### src/rtl/rr_arb_pkg.sv
`default_nettype none
// +----------------------------------------------------------------------+
// | Module   : rr_arb_pkg                                                |
// | Brief    : Shared constants, state encoding and helpers for the      |
// |            round-robin 8:1 mux arbiter.                              |
// | Revision : 1.0 - initial release                                     |
// +----------------------------------------------------------------------+
package rr_arb_pkg;

  localparam int N_REQ  = 8;
  localparam int SEL_W  = 3;
  localparam int HOLD_W = 8;

  // Code 2'd3 is unused; the sequencer treats it as a return to IDLE.
  typedef enum logic [1:0] {
    IDLE  = 2'd0,
    GRANT = 2'd1,
    TURN  = 2'd2
  } state_t;

  // Index to one-hot grant vector.
  function automatic logic [N_REQ-1:0] idx_to_onehot(input logic [SEL_W-1:0] idx);
    logic [N_REQ-1:0] oh;
    oh      = '0;
    oh[idx] = 1'b1;
    return oh;
  endfunction

endpackage
`default_nettype wire

### src/rtl/rr_mux8_arbiter_pick8.sv
`default_nettype none
// +----------------------------------------------------------------------+
// | Module   : rr_pick8                                                  |
// | Brief    : Combinational circular-priority picker. Returns the first |
// |            requester at or after ptr (mod 8).                        |
// | Revision : 1.0 - initial release                                     |
// +----------------------------------------------------------------------+
module rr_pick8
  import rr_arb_pkg::*;
(
  input  logic [N_REQ-1:0] req,
  input  logic [SEL_W-1:0] ptr,
  output logic             any,
  output logic [SEL_W-1:0] idx
);

  logic [2*N_REQ-1:0] w_dbl;
  logic [N_REQ-1:0]   w_rot;
  logic [SEL_W-1:0]   w_enc;

  // Rotate so that req[ptr] lands at bit 0; bit k of w_rot is req[(ptr+k) mod 8].
  always_comb begin
    w_dbl = {req, req} >> ptr;
    w_rot = w_dbl[N_REQ-1:0];
  end

  // Fixed priority encoder on the rotated vector (lowest bit wins), then undo the rotation.
  always_comb begin
    w_enc = '0;
    for (int k = N_REQ - 1; k >= 0; k--) begin
      if (w_rot[k]) begin
        w_enc = SEL_W'(k);
      end
    end
    any = |req;
    idx = w_enc + ptr;
  end

endmodule
`default_nettype wire

### src/rtl/rr_mux8_arbiter.sv
`default_nettype none
// +----------------------------------------------------------------------+
// | Module   : rr_mux8_arbiter                                           |
// | Brief    : Round-robin arbiter/sequencer sharing an 8:1 single-bit   |
// |            mux. Bursts are capped at MAX_HOLD cycles (0 = no cap)    |
// |            and every grant is followed by one turnaround cycle so    |
// |            the mux select never moves mid-transfer.                  |
// | Revision : 1.0 - initial release                                     |
// +----------------------------------------------------------------------+
module rr_mux8_arbiter
  import rr_arb_pkg::*;
#(
  parameter int MAX_HOLD = 4
) (
  input  logic             clk,
  input  logic             rst,
  input  logic             en,
  input  logic [N_REQ-1:0] req,
  output logic [N_REQ-1:0] gnt,
  output logic             gnt_valid,
  output logic             s2,
  output logic             s1,
  output logic             s0
);

  localparam logic [HOLD_W-1:0] C_MAX_HOLD = HOLD_W'(MAX_HOLD);
  localparam logic              C_LIMITED  = (MAX_HOLD != 0);

  state_t            r_state;
  logic [N_REQ-1:0]  r_gnt;
  logic              r_valid;
  logic [SEL_W-1:0]  r_sel;
  logic [SEL_W-1:0]  r_ptr;
  logic [HOLD_W-1:0] r_hold;

  logic              w_any;
  logic [SEL_W-1:0]  w_idx;
  logic              w_release;

  rr_pick8 u_pick (
    .req (req),
    .ptr (r_ptr),
    .any (w_any),
    .idx (w_idx)
  );

  // A burst ends when its owner drops the request or the hold cap is reached;
  // both together still produce a single release.
  always_comb begin
    w_release = ~req[r_sel] | (C_LIMITED & (r_hold == C_MAX_HOLD));
  end

  // Sequencer: IDLE arbitrates, GRANT holds the mux, TURN inserts the gap.
  always_ff @(posedge clk) begin
    if (rst) begin
      r_state <= IDLE;
      r_gnt   <= '0;
      r_valid <= 1'b0;
      r_sel   <= '0;
      r_ptr   <= '0;
      r_hold  <= '0;
    end else begin
      case (r_state)
        IDLE: begin
          if (en && w_any) begin
            r_gnt   <= idx_to_onehot(w_idx);
            r_valid <= 1'b1;
            r_sel   <= w_idx;
            r_hold  <= HOLD_W'(1);
            r_state <= GRANT;
          end
        end
        GRANT: begin
          if (w_release) begin
            r_gnt   <= '0;
            r_valid <= 1'b0;
            r_ptr   <= r_sel + 3'd1;
            r_hold  <= '0;
            r_state <= TURN;
          end else if (r_hold != '1) begin
            r_hold <= r_hold + HOLD_W'(1);
          end
        end
        TURN: begin
          // Select lines keep their last value; arbitration resumes in IDLE.
          r_state <= IDLE;
        end
        default: begin
          r_gnt   <= '0;
          r_valid <= 1'b0;
          r_hold  <= '0;
          r_state <= IDLE;
        end
      endcase
    end
  end

  // Outputs come straight from registers.
  always_comb begin
    gnt       = r_gnt;
    gnt_valid = r_valid;
    s2        = r_sel[2];
    s1        = r_sel[1];
    s0        = r_sel[0];
  end

endmodule
`default_nettype wire

### config.mk
export PLATFORM = sky130hd
export DESIGN_NAME = rr_mux8_arbiter
export DESIGN_NICKNAME = d
export VERILOG_FILES = /design/src/rtl/rr_arb_pkg.sv /design/src/rtl/rr_mux8_arbiter_pick8.sv /design/src/rtl/rr_mux8_arbiter.sv
export SDC_FILE = /design/constraint.sdc
export NUM_CORES = 1
export LEC_CHECK = 0
export BUFFER_PORTS_ARGS = -buffer_cell sky130_fd_sc_hd__buf_2
export CORE_MARGIN = 5
export CORE_UTILIZATION = 55
export CTS_BUF_LIST = sky130_fd_sc_hd__clkbuf_16
export DETAILED_ROUTE_END_ITERATION = 8
export PLACE_DENSITY = 0.76
export SYNTH_ARGS = -nofsm -noshare
export SYNTH_HDL_FRONTEND = slang
export SYNTH_HIERARCHICAL = 1
export SYNTH_SLANG_ARGS = --single-unit
### constraint.sdc
create_clock -name clk -period 3.75 [get_ports clk]
set_input_delay 0.1875 -clock clk [delete_from_list [all_inputs] [get_ports clk]]
set_output_delay 0.1875 -clock clk [all_outputs]
set_load 0.02 [all_outputs]
== After elaboration in Yosys (flattened, before gate mapping) ==
Cells that the tools add are included.

* Bits in registers: 25
* Bits of input ports: 11
* Output and inout bits: 12
* Logic and storage cells: 57

* Add/subtract/negate cells: 3
* $lt $le $gt $ge: 3
* Eq/ne operators: 7
* Shift operators: 1
* Mux-type cells: 25
* Bitwise logic cells: 3
* Reduce and logical (&&, ||, !) cells: 9

{| class="wikitable"
|+ Operators with widths
! kind !! count
|-
| case mux 8 bit (3 select lines) || 2
|-
| two-way mux 8 bit || 5
|-
| two-way mux 3 bit || 8
|-
| >> shifter 16 x 3 -> 8 bit || 1
|-
| adder 8 x 1 -> 8 bit (second input constant) || 1
|-
| equality test 8 x 3 -> 1 bit (second input constant) || 1
|-
| < comparator 3 x 4 -> 1 bit (second input constant) || 2
|-
| inequality test 8 bit (second input constant) || 1
|-
| OR reduction 8 bit || 1
|-
| AND reduction 2 bit || 3
|-
| AND reduction 3 bit || 2
|-
| two-way mux 1 bit || 4
|-
| two-way mux 2 bit || 2
|-
| inequality test 2 bit (second input constant) || 2
|-
| case mux 2 bit (2 select lines) || 1
|-
| adder 3 x 1 -> 3 bit (second input constant) || 1
|-
| adder 3 bit || 1
|-
| binary-select mux 1 bit (select 3 bit) || 1
|-
| demux 1 bit (select 3 bit) || 1
|-
| >= comparator 3 x 1 -> 1 bit (second input constant) || 1
|-
| inequality test 3 bit (second input constant) || 1
|-
| case mux 1 bit (3 select lines) || 1
|-
| equality test 2 x 1 -> 1 bit (second input constant) || 1
|-
| equality test 2 bit (second input constant) || 1
|-
| other kinds (4) || 6
|}

== Longest topological paths before layout ==
* Word-level depth: 16
* Depth in mapped cells: 14
* Mapped depth without buffers: 13

== Cells and area by module ==
The synthesis kept the hierarchy.

{| class="wikitable"
|+ By module, submodules not included
! module !! instances !! cells an instance !! area an instance (sq um) !! sequential area each (sq um)
|-
| rr_mux8_arbiter || 1 || 133 || 1298.7 || 500.5
|-
| rr_pick8 || 1 || 50 || 519.2 || 0.0
|}

== Worst setup path before layout ==
OpenSTA, ideal clock, no wires.

* Path type: reg2reg
* Start point: register r_ptr[0]
* End point: register r_gnt[5], in the netlist gnt[5]
* Setup time: 0.061 ns
* Arrival: 3.205 ns
* Data required time: 3.689 ns
* Slack: 0.484 ns
* Cell stages (with the launch flop): 14
* Buffers on the path: 1
* Clock period less this slack: 3.266 ns
* Cell sequence: dfxtp_1 > buf_6 > mux4_1 > mux2i_1 > o311ai_0 > a21bo_2 > a31oi_1 > ha_1 > inv_1 > fa_1 > xnor2_1 > xnor2_1 > nor3b_1 > a32o_1

* Longest elaborated chain between the ends: 16
* Elaborated cells between the ends (all ways): 17
* Those cells by class: add/sub (1); order compare (2); shift (1); mux (12); reduce/logical (1)

{| class="wikitable"
|+ RTL lines
! what !! line !! source
|-
| start: declaration || rr_mux8_arbiter.sv:33 || <nowiki>logic [SEL_W-1:0] r_ptr;</nowiki>
|-
| start signal: assignment || rr_mux8_arbiter.sv:77 || <nowiki>r_ptr <= r_sel + 3'd1;</nowiki>
|-
| >> shifter 16 x 3 -> 8 bit || rr_mux8_arbiter_pick8.sv:23 || <nowiki>w_dbl = {req, req} >> ptr;</nowiki>
|-
| two-way mux 3 bit (8 in a row) || rr_mux8_arbiter_pick8.sv:31 || <nowiki>if (w_rot[k]) begin</nowiki>
|-
| adder 3 bit * || rr_mux8_arbiter_pick8.sv:36 || <nowiki>idx = w_enc + ptr;</nowiki>
|-
| net w_idx[2] || rr_mux8_arbiter.sv:37 || <nowiki>logic [SEL_W-1:0] w_idx;</nowiki>
|-
| < comparator 3 x 4 -> 1 bit (not written as such) or >= comparator 3 x 1 -> 1 bit (tied branches) || rr_arb_pkg.sv:25 || <nowiki>oh[idx] = 1'b1;</nowiki>
|-
| logical AND 1 bit (not written as such) || rr_arb_pkg.sv:25 ||
|-
| two-way mux 1 bit (not written as such) || rr_arb_pkg.sv:25 ||
|-
| demux 1 bit (select 3 bit) * || rr_arb_pkg.sv:25 ||
|-
| two-way mux 8 bit * || rr_mux8_arbiter.sv:65 || <nowiki>if (en && w_any) begin</nowiki>
|-
| case mux 8 bit (3 select lines) * || rr_mux8_arbiter.sv:63 || <nowiki>case (r_state)</nowiki>
|-
| end signal: assignment || rr_mux8_arbiter.sv:66 || <nowiki>r_gnt <= idx_to_onehot(w_idx);</nowiki>
|-
| end: declaration || rr_mux8_arbiter.sv:30 || <nowiki>logic [N_REQ-1:0] r_gnt;</nowiki>
|}

The timed path passes the listed nets; every way through them passes the cells marked *. The select of a mux whose other input is x is not followed.
A chain may end at the register's enable or synchronous reset.

== Worst setup path after layout ==
Ends and elaborated chain as after synthesis.

==> metrics <==
status=completed; peak supply drop=237 uV; Hold Slack=0.353 ns; Fmax=292 MHz; initial antenna violation count=0; number of H-tree levels=1; Post-Syn Area=0.00182 mm2; maximum clock path buffer count=2; Startpoint Class=flop; number of gates resized after CTS=0; I/O pin cnt=23; post-route ant nets=0; WL/cell=16.0 um; dpl cells=244; Clk pin slew, worst setup/hold paths=0.07 ns; top cells by count, synth=dfxtp_1 (25), nand2_1 (15), nor2_1 (14); DRC viols=0; ys async rst share=0%; GR Overflow Total=0; most frequent cell after synthesis=dfxtp_1; synthesis-stage register bit count=25; Yosys warning count=6; CP max FO=5; Max Slew Vio Count=0; detailed-route wire length=3960 um; Syn Nets=199; Final period util=91.3%; leakage power=0.818 nW; root buf cell=clkbuf_16; die width=67.5 um; share of post-route cells with drive strength above 1=21.6%; area growth from synthesis to layout=12.0%; first-pass GRT wire length=6990 um; CTS buffer count=3; Cell variety after synth=55; DRT iter0 DRCs=94; pin count of the biggest net entering global routing=23; Synth Area per Inst=9.93 um2; RSZ-0062 raised after global routing=no; Synth area leader=dfxtp_1; Cell Pwr Density=386 mW/mm2; Worst Setup End Kind=flop; WP data required=3.95 ns; gr usage total=19.4%; TritonCTS clock tree=yes; Slew Limit Headroom=69.3%; Post-layout nets=221; Least-Margin Pin Slew=0.459 ns; Synth area leaders=dfxtp_1 (28%), mux4_1 (10%), mux2i_1 (5.5%); Sink Count=25; hold buffers post-CTS=0; RePlAce Congestion=0.896; Fin. Hold Viols=0; number of synthesized flops with an enable pin=0; DR vias/cell=6.16; DRT Pass-1 Iters=4; antenna cells=0; post-synth top area share=27.5%; post-synthesis sequential area ratio=27.5%; Core ar.=0.00310 mm2; Max-cap violations=0; setup TNS=0 ns; die area=0.00455 mm2; Rows=20; crit path DAT=3.63 ns; Tmin final=3.42 ns; Post-Synthesis Cells=183; most common flop cell mapped by yosys=dfxtp_1; Hold Path Class=in -> reg; Setup Fix Bufs, Post-CTS=0; port buffer count=22; Initial Util=58.6%; dpl hpwl=3030 um; number of global-route vias before repair=1529; WS Path Type=reg -> reg; Final Non-Filler Cells=248; Die Ht=67.5 um; Skew-Pair Late Insertion Delay=0.26 ns; via count=1527; endpoints failing setup=0; Tot Pwr=0.000787 W; skew final=0.00240 ns; R2R setup slack=0.33 ns
[metrics by stage]
stage / cell area (um2) / utilization (%) / setup slack (ns)
after floorplan: 1820 / - / 0.484
after global placement: 1950 / 63.0 / 0.468
after detailed placement: 1950 / 63.0 / 0.375
after CTS: 2040 / 65.6 / 0.337
after global routing: 2040 / 65.6 / 0.0991
final: 2040 / 65.6 / 0.326
[worst max-delay path, cell delays in order, from the launching register on]
cell	delay (ns)
dfxtp_1	0.34
mux4_1	0.58
mux2i_1	0.27
o311ai_0	0.21
a21bo_2	0.25
a31oi_1	0.16
ha_1	0.16
inv_1	0.05
fa_1	0.37
xnor2_1	0.15
xnor2_1	0.34
nor3b_1	0.30
a32o_1	0.20
[layout make-up]
class,count,area [um2]
multi-input combinational,143,1240
clock inverter,1,7.51
clock buffer,3,75.1
timing repair buffer,24,125
tap,44,55.1
inverter,8,30.0
sequential,25,500
fill,277,1070
[logic make-up (layout without fill, tap and decap cells)]
group                    after synthesis  count (layout)  synth area share, %
multiplexers                          22              22                 19.1
buffers and inverters                 15              36                 4.06
XOR/XNOR                               3               3                 1.45
AO/OA/AOI/OAI                         42              42                 22.2
adder cells (fa/ha/maj)                5               5                 3.85
flip-flops                            25              25                 27.5
AND/OR/NAND/NOR                       71              71                 21.7
[flip-flops by register name, indices dropped and copies added, names as in the netlist]
register,cells
gnt,8
r_hold,8
r_ptr,3
r_sel,3
r_state,2
gnt_valid,1
[placed cells by master (no fill, tap or decap), types with 6 or more instances in the layout]
cell type,n
dfxtp_1,25
buf_2,22
nand2_1,15
nor2_1,14
mux2i_1,10
inv_1,8
nor3_1,8
mux4_1,7
nor2b_1,6
[power by group]
group	total [W]	switching, W	internal, W	leakage (nW)
registers	0.000304	0.0000212	0.000283	0.203
logic	0.000243	0.000140	0.000103	0.578
clock network	0.000240	0.0000954	0.000145	0.0371
[per-layer routing]
metal	wire length, um	vias to the layer above	GRT usage, %
met5	0	-	0
met4	13	0	4.56
met3	172	2	3.33
met2	2030	33	33.8
met1	1750	742	24.9
li1	-	750	-
[final timing paths]
| path | startpoint | end | cells after the start |
|---|---|---|---|
| worst max register to register | r_ptr[0] | gnt[5] | 12 |
| worst min register to register | gnt_valid | gnt_valid | 1 |
| worst max-delay path | r_ptr[0] | gnt[5] | 12 |
| worst min-delay path | rst | r_ptr[1] | 2 |
Power figures use the tool's default switching activity.
